==> src/rtl/ysyx_22050854_exu_pkg.sv <==
// ysyx_22050854_exu_pkg
//   Shared definitions for the execute-stage sequencer:
//   op-class codes, ALU operand-select encodings, sequencer states,
//   and the op-class -> operand-select decode function.
package ysyx_22050854_exu_pkg;

    localparam int OP_W = 3;

    localparam logic [OP_W-1:0] OP_RR    = 3'd0;
    localparam logic [OP_W-1:0] OP_RI    = 3'd1;
    localparam logic [OP_W-1:0] OP_AUIPC = 3'd2;
    localparam logic [OP_W-1:0] OP_LINK  = 3'd3;
    localparam logic [OP_W-1:0] OP_MUL   = 3'd4;
    localparam logic [OP_W-1:0] OP_DIV   = 3'd5;

    localparam logic       SRC1_REG  = 1'b0;
    localparam logic       SRC1_PC   = 1'b1;
    localparam logic [1:0] SRC2_REG  = 2'b00;
    localparam logic [1:0] SRC2_IMM  = 2'b01;
    localparam logic [1:0] SRC2_FOUR = 2'b10;

    typedef enum logic [1:0] {
        S_IDLE  = 2'd0,
        S_ISSUE = 2'd1,
        S_WAIT  = 2'd2,
        S_OUT   = 2'd3
    } state_t;

    typedef struct packed {
        logic       src1;
        logic [1:0] src2;
        logic       illegal;
        logic       is_mdu;
    } sel_t;

    function automatic sel_t decode_sel(input logic [OP_W-1:0] op);
        sel_t s;
        s.src1    = SRC1_REG;
        s.src2    = SRC2_REG;
        s.illegal = 1'b0;
        s.is_mdu  = 1'b0;
        case (op)
            OP_RR:    ;
            OP_RI:    s.src2 = SRC2_IMM;
            OP_AUIPC: begin s.src1 = SRC1_PC; s.src2 = SRC2_IMM;  end
            OP_LINK:  begin s.src1 = SRC1_PC; s.src2 = SRC2_FOUR; end
            OP_MUL,
            OP_DIV:   s.is_mdu = 1'b1;
            default:  s.illegal = 1'b1;
        endcase
        return s;
    endfunction

endpackage

==> src/rtl/ysyx_22050854_exu_wdog.sv <==
// ysyx_22050854_exu_wdog
//   MDU watchdog: counter cleared by clr, advanced by en, with a
//   timeout compare.
//   clk, rst_n : clock, async active-low reset
//   clr        : clear counter to zero (has priority over en)
//   en         : increment counter
//   expired    : counter has reached TMO_CYC-1
module ysyx_22050854_exu_wdog #(
    parameter int TMO_CYC = 70,
    parameter int CNTW    = 7
) (
    input  logic clk,
    input  logic rst_n,
    input  logic clr,
    input  logic en,
    output logic expired
);

    logic [CNTW-1:0] cnt;

    always_ff @(posedge clk or negedge rst_n) begin
        if (!rst_n) begin
            cnt <= '0;
        end else if (clr) begin
            cnt <= '0;
        end else if (en) begin
            cnt <= cnt + 1'b1;
        end
    end

    assign expired = (cnt == CNTW'(TMO_CYC - 1));

endmodule

==> src/rtl/ysyx_22050854_exu_seq.sv <==
// ysyx_22050854_exu_seq
//   Execute-stage sequencer. Accepts one decoded op from ID, registers the
//   ALU operand selects, dispatches MUL/DIV to the shared MDU under a
//   watchdog, and presents the result to WB.
//   clk, rst_n           : clock, async active-low reset
//   flush                : kill in-flight op, return to IDLE
//   id_valid/id_ready    : ID handshake, id_op = op class
//   ALUsrc1/ALUsrc2      : registered ALU operand selects
//   mdu_valid/mdu_ready  : MDU request handshake
//   mdu_done             : MDU result pulse
//   mdu_kill             : MDU abort pulse
//   ex_valid/ex_ready    : WB handshake, ex_op/ex_err describe the result
module ysyx_22050854_exu_seq
    import ysyx_22050854_exu_pkg::*;
#(
    parameter int OPW     = 3,
    parameter int TMO_CYC = 70,
    parameter int CNTW    = 7
) (
    input  logic           clk,
    input  logic           rst_n,
    input  logic           flush,
    input  logic           id_valid,
    output logic           id_ready,
    input  logic [OPW-1:0] id_op,
    output logic           ALUsrc1,
    output logic [1:0]     ALUsrc2,
    output logic           mdu_valid,
    input  logic           mdu_ready,
    input  logic           mdu_done,
    output logic           mdu_kill,
    output logic           ex_valid,
    input  logic           ex_ready,
    output logic [OPW-1:0] ex_op,
    output logic           ex_err
);

    state_t         state, state_d;
    logic           src1_d;
    logic [1:0]     src2_d;
    logic [OPW-1:0] op_d;
    logic           err_d;
    logic           kill_d;
    logic           accept;
    logic           expired;
    sel_t           sel;

    assign sel       = decode_sel(id_op);
    assign id_ready  = !flush && ((state == S_IDLE) || (state == S_OUT && ex_ready));
    assign accept    = id_valid && id_ready;
    assign mdu_valid = (state == S_ISSUE);
    assign ex_valid  = (state == S_OUT);

    ysyx_22050854_exu_wdog #(
        .TMO_CYC (TMO_CYC),
        .CNTW    (CNTW)
    ) u_wdog (
        .clk     (clk),
        .rst_n   (rst_n),
        .clr     (state == S_ISSUE && mdu_ready),
        .en      (state == S_WAIT),
        .expired (expired)
    );

    always_comb begin
        state_d = state;
        src1_d  = ALUsrc1;
        src2_d  = ALUsrc2;
        op_d    = ex_op;
        err_d   = ex_err;
        kill_d  = 1'b0;

        if (flush) begin
            state_d = S_IDLE;
            // The MDU owns a request once it has been handed over.
            kill_d  = (state == S_WAIT) || (state == S_ISSUE && mdu_ready);
        end else begin
            case (state)
                S_IDLE, S_OUT: begin
                    if (accept) begin
                        src1_d  = sel.src1;
                        src2_d  = sel.src2;
                        op_d    = id_op;
                        err_d   = sel.illegal;
                        state_d = sel.is_mdu ? S_ISSUE : S_OUT;
                    end else if (state == S_OUT && ex_ready) begin
                        state_d = S_IDLE;
                    end
                end
                S_ISSUE: begin
                    if (mdu_ready) state_d = S_WAIT;
                end
                S_WAIT: begin
                    // done takes priority over a coincident timeout
                    if (mdu_done) begin
                        state_d = S_OUT;
                        err_d   = 1'b0;
                    end else if (expired) begin
                        state_d = S_OUT;
                        err_d   = 1'b1;
                        kill_d  = 1'b1;
                    end
                end
                default: state_d = S_IDLE;
            endcase
        end
    end

    always_ff @(posedge clk or negedge rst_n) begin
        if (!rst_n) begin
            state    <= S_IDLE;
            ALUsrc1  <= 1'b0;
            ALUsrc2  <= '0;
            ex_op    <= '0;
            ex_err   <= 1'b0;
            mdu_kill <= 1'b0;
        end else begin
            state    <= state_d;
            ALUsrc1  <= src1_d;
            ALUsrc2  <= src2_d;
            ex_op    <= op_d;
            ex_err   <= err_d;
            mdu_kill <= kill_d;
        end
    end

endmodule

==> config.mk <==
export PLATFORM = sky130hd
export DESIGN_NAME = ysyx_22050854_exu_seq
export DESIGN_NICKNAME = d
export VERILOG_FILES = /design/src/rtl/ysyx_22050854_exu_pkg.sv /design/src/rtl/ysyx_22050854_exu_wdog.sv /design/src/rtl/ysyx_22050854_exu_seq.sv
export SDC_FILE = /design/constraint.sdc
export NUM_CORES = 1
export LEC_CHECK = 0
export ABC_CLOCK_PERIOD_IN_PS = 1700
export CAP_MARGIN = 0
export CORE_ASPECT_RATIO = 1.25
export CORE_UTILIZATION = 44
export DETAILED_ROUTE_END_ITERATION = 10
export GPL_TIMING_DRIVEN = 1
export PLACE_DENSITY = 0.76
export SKIP_LAST_GASP = 1
export SLEW_MARGIN = 30
export SYNTH_ARGS = -nofsm -noshare
export SYNTH_HDL_FRONTEND = slang
export SYNTH_SLANG_ARGS = --single-unit
export TNS_END_PERCENT = 100
==> constraint.sdc <==
create_clock -name clk -period 1.7 [get_ports clk]
set_input_delay 0.34 -clock clk [delete_from_list [all_inputs] [get_ports clk]]
set_output_delay 0.34 -clock clk [all_outputs]
set_load 0.01 [all_outputs]
Yosys cells after proc, flatten, opt, wreduce, memory -nomap -nowiden:

Index checks and enable logic that the tools add are counted.

* add/subtract/negate cells: 1
* $mul: 0
* divide/modulo/power cells: 0
* $lt $le $gt $ge: 0
* equal/unequal tests: 14
* shifts and indexed selects: 0
* multiplexer cells: 22
* bitwise logic cells: 1
* reduce and logical (&&, ||, !) cells: 19

Operators with widths (number)
* $mux 2: 7
* $mux 7: 2
* $mux 1: 10
* $ne 4x4->1 const B: 2
* $reduce_or 2->1: 4
* $add 7x1->7 const B: 1
* $eq 7x7->1 const B: 1
* $eq 3x2->1 const B: 2
* $eq 3x3->1 const B: 2
* $pmux 2 s3: 1
* $reduce_and 3->1: 2
* $reduce_or 6->1: 1
* $eq 2x2->1 const B: 2
* $logic_and 1x1->1: 4
* $pmux 2 s2: 1
* $reduce_and 4->1: 1
* $reduce_bool 2->1: 2
* $eq 3x1->1 const B: 1
* $logic_not 3->1: 1
* $ne 3x2->1 const B: 1
* $ne 3x3->1 const B: 1
* $eq 2x1->1 const B: 1
* $logic_not 2->1: 1
* $logic_or 1x1->1: 2
* 4 further kinds: 4

* register bits: 17
* bits in latches: 0
* memory bits (writable): 0
* ROM bits: 0
* bits of input ports: 10
* output and inout port bits: 11
* logic and storage cells: 64
* memories: 0

Longest topological paths before layout:

* word-level depth: 8
* gate-level depth with buffers: 7
* depth with buffers taken out: 6

By module:

Synthesis repeated with hierarchy kept, for this count alone.

* cells, all modules: 96
* area total of the unflattened synthesis: 945.9 µm²

By module, submodules not included
* ysyx_22050854_exu_seq: instances 1, cells each 61, area each 589.3 µm², seq. area each 250.2 µm²
* ysyx_22050854_exu_wdog: instances 1, cells each 35, area each 356.6 µm², seq. area each 175.2 µm²

Least setup slack after synthesis:

Ideal clock, no wire load.

* path type: register to register
* from: reg state[0]
* to: reg ex_op[1]
* library setup time: 0.125 ns
* arrival: 1.548 ns
* data required time: 1.575 ns
* slack: 0.027 ns
* cell stages (with the launch flop): 6
* path buffers: 1
* period minus slack after synthesis: 1.673 ns
* cell sequence: dfrtp_1 > inv_1 > ha_1 > or3_1 > buf_6 > mux2_4

* cells in the longest elaborated chain, start to end: 6
* elaborated cells on any way between the ends: 8
* classes of those cells: 1 x eq/ne; 7 x reduce/logical

RTL lines
* start, declared: RTL line ysyx_22050854_exu_seq.sv:38 `state_t state, state_d;`
* start signal, assigned: RTL line ysyx_22050854_exu_seq.sv:118 `state <= state_d;`
* $eq 2x2->1: RTL line ysyx_22050854_exu_seq.sv:49, ysyx_22050854_exu_seq.sv:78
* $logic_and 1x1->1: RTL line ysyx_22050854_exu_seq.sv:49 `assign id_ready = !flush && ((state == S_IDLE) || (state == S_OUT && ex_ready));`
* $logic_or 1x1->1: RTL line ysyx_22050854_exu_seq.sv:49
* $logic_and 1x1->1: RTL line ysyx_22050854_exu_seq.sv:49
* $logic_and 1x1->1: RTL line ysyx_22050854_exu_seq.sv:50 `assign accept = id_valid && id_ready;`
* $reduce_and 3->1 (no source line) (*)
* end signal, assigned: RTL line ysyx_22050854_exu_seq.sv:121 `ex_op <= op_d;`
* end, declared: RTL line ysyx_22050854_exu_seq.sv:34 `output logic [OPW-1:0] ex_op,`

Mark *: on every way between the ends. The rest lies on a longest branch, timed or not.
A chain may end at the register's enable or synchronous reset.

Worst setup path after layout:

Ends and elaborated chain as after synthesis.

==> impl_results.md <==
* Syn Nets at 111
* Global route overflow at 0
* Via count at 783
* # setup viols final at 0
* CTS tree: done
* Post-synthesis async set-or-reset flop share at 100%
* Routing usage on met3 at 5.28%
* Switching Fraction at 37.9%
* Ports at 21
* Largest cells by area after synthesis: dfrtp_1, ha_1, nand2_1
* Clock Latency Late Sink at 0.30 ns
* Detail-routed net length per standard cell at 13.2 um
* Register area share after synthesis at 44.3%
* Worst R2R End: ex_op[1]
* Largest delay share family, worst path: flip-flops
* Synth top area share at 44.3%
* Post-Place Cells at 143
* Cell Pwr Density at 1690 nW/um2
* # rows at 18
* Met2 Resource Use GR at 28.9%
* Leading area contributor after synthesis: dfrtp_1
* Largest net degree at the start of global routing at 18
* Crit path launch type: flop
* Crit path cell chain: inv_2 -> ha_4 -> a21oi_4 -> buf_6 -> or3_4 -> mux2_4
* Reg2reg setup slack at 0.04 ns
* Die height at 54.2 um
* Clk pwr share at 9.5%
* Ant diodes at 0
* Ratio of cells with drive above 1 in the final layout at 27.7%
* Commonest non-fill, non-tap cell in the layout: clkdlybuf4s50_1
* Tot GR Track Use at 18.3%
* Layout Skew at 0.00560 ns
* # H-tree levels at 1
* 1st-iter DRT viols at 12
* Synthesis-to-layout area growth at 42.2%
* Worst path slowest cell: dfrtp_2
* Reg area at 427 um2
* Cell count after synthesis at 95
* Clock root buffer: clkbuf_4
* IO buf count at 20
* Fmax at 602 MHz
* Initial core utilization at 47.9%
* Crit Path Max Fanout at 5
* Hold slack final at 0.351 ns
* Drt pass-1 iters at 7
* Hold WC Path Type: input port to async pin
* Placeable Area at 2000 um2
* Synthesized area at 960 um2
* Combinational Power Share at 57.6%
* Launch point of the worst reg-to-reg path: state[0]
* WL final at 1990 um
* Grt met1 use at 22.1%
* Hold Vio Cnt, Final at 0
* Failing checks: design-rule violations
* Post-synthesis cell type count at 33
* Most frequent cells in the layout: clkdlybuf4s50_1, dfrtp_1, buf_4, nand2_1, nor2_1
* GRT Max-Usage Layer: met2
* Maxcap violations at 0
* EDFF count, synth at 0
* Max clock buf depth at 2
* Die area at 2370 um2
* Period utilisation layout at 97.8%
* Crit path capture type: flop
* Worst-Margin Slew at 0.305 ns
* Sw power at 0.000876 W
* Initial antenna violation count at 0
* Status: finished with violations
* Final worst setup slack at 0.0381 ns
* Register share of total power at 32.8%
* Layout fillers at 155
* Critical Path RT at 1.89 ns
* Most used DFF post-synth: dfrtp_1
* Nets at 147
* Reg2Reg Depth at 6
* Crit path kind: flop to flop
* Layout Cells excl Fill at 150
* Worst path buffer plus inverter count at 2
* Syn Area/Cell at 10.1 um2
* Post-route cell area at 1370 um2
* Final min period at 1.66 ns
* Post-route DRC at 3
* RSZ-0062 raised after global routing: yes
* Antenna Violating Nets Remaining at 0
* Post-DP HPWL at 1390 um
* Yosys warns at 0
* Worst Setup SP: state[0]
* Worst-path clk slew at 0.10 ns
* Vias in the first global route at 713
* Peak supply drop at 1050 uV
* Slew headroom at 79.7%
* Dpl ws at -0.233 ns
* First-pass GRT wire length at 3030 um
* Largest stage delay, worst path at 0.46 ns
* Synth Register Bits at 17
* Post-place instance area at 1250 um2
* Die width at 43.8 um
* Number of vias per cell at 5.22
* Multi-input gate area at 559 um2
* Max-slew violation count at 0
* Routability Congestion at 0.797
* CTS Buf Count at 3
* Internal at 0.00144 W
* WP data arrival at 1.85 ns
* CTS sink cnt at 17
* Static leakage at 0.613 nW
[logic make-up (layout without fill, tap and decap cells)]
family	after synthesis	count (layout)	share of synthesized area, %
XOR/XNOR	6	6	5.48
AND/OR/NAND/NOR	34	34	19.4
buffers and inverters	10	45	4.82
multiplexers	4	4	5.22
flip-flops	17	17	44.3
adder cells (fa/ha/maj)	6	6	7.82
AO/OA/AOI/OAI	18	18	12.9
[worst max path at each step]
stage | endpoint | slack (ns) | cells after the start
after floorplan | ex_op[1] | 0.03 | 5
after global placement | id_ready | -0.18 | 4
after detailed placement | ALUsrc2[1] | -0.23 | 5
after CTS | id_ready | -0.07 | 4
after global routing | state[1] | -0.04 | 7
final | ex_op[1] | 0.04 | 6
[worst reg2reg max path: stages, from the launching register on]
cell and delay, ns:
dfrtp_2 0.46, inv_2 0.09, ha_4 0.14, a21oi_4 0.04, buf_6 0.12, or3_4 0.40, mux2_4 0.31
[through the flow]
stage | util (%) | power, W | TNS, ns
floorplan | - | 0.00139 | 0
global placement | 62.2 | 0.00185 | -1.24
detailed placement | 62.2 | 0.00187 | -1.36
CTS | 64.9 | 0.00215 | -0.0700
global route | 68.1 | 0.00249 | -0.0666
finish | 68.1 | 0.00231 | 0
[metal layers]
layer  wire [um]  up-vias
met5           0        -
met4          37        0
met3          85        6
met2         992       18
met1         873      365
li1            -      394
[cells in the mapped netlist, types with 2 or more instances]
cell and count:
or3_1 2, xnor2_1 2, dfrtp_1 17, o31ai_1 2, nand4_1 2, mux2_4 2, nand2b_1 2, xor2_1 4
nand2_1 11, nor2_1 8, nand3_1 2, inv_1 7, mux2i_1 2, ha_1 6, o21ai_0 6, a21oi_1 3
[layout make-up]
type / instances / share of cell area, %
multi-input combinational: 68 / 41.0
sequential: 17 / 31.3
timing repair buffer: 34 / 22.1
clock buffer: 4 / 1.92
inverter: 7 / 1.92
tap: 20 / 1.83
[power by group through the flow]
stage | Combinational (W) | Clock [W] | Sequential, W
5_1_grt | 0.00146 | 0.000249 | 0.000782
3_3_place_gp | 0.00111 | 0 | 0.000736
3_5_place_dp | 0.00112 | 0 | 0.000743
2_1_floorplan | 0.000631 | 0 | 0.000763
4_1_cts | 0.00119 | 0.000225 | 0.000734
6_report | 0.00133 | 0.000220 | 0.000759
[sequential cells by signal (all words and copies together), names as in the netlist]
| register | cells |
|---|---|
| u_wdog.cnt | 7 |
| state | 2 |
| ALUsrc1 | 1 |
| ex_op | 3 |
| ex_err | 1 |
| ALUsrc2 | 2 |
| mdu_kill | 1 |
[timing repair]
item,4_1_cts,5_1_grt
setup buffers,2,1
pin swaps,3,5
hold buffers,0,0
setup endpoints to repair,9,11
cloned,0,0
gates resized for setup,8,19
Power figures use the tool's default switching activity.
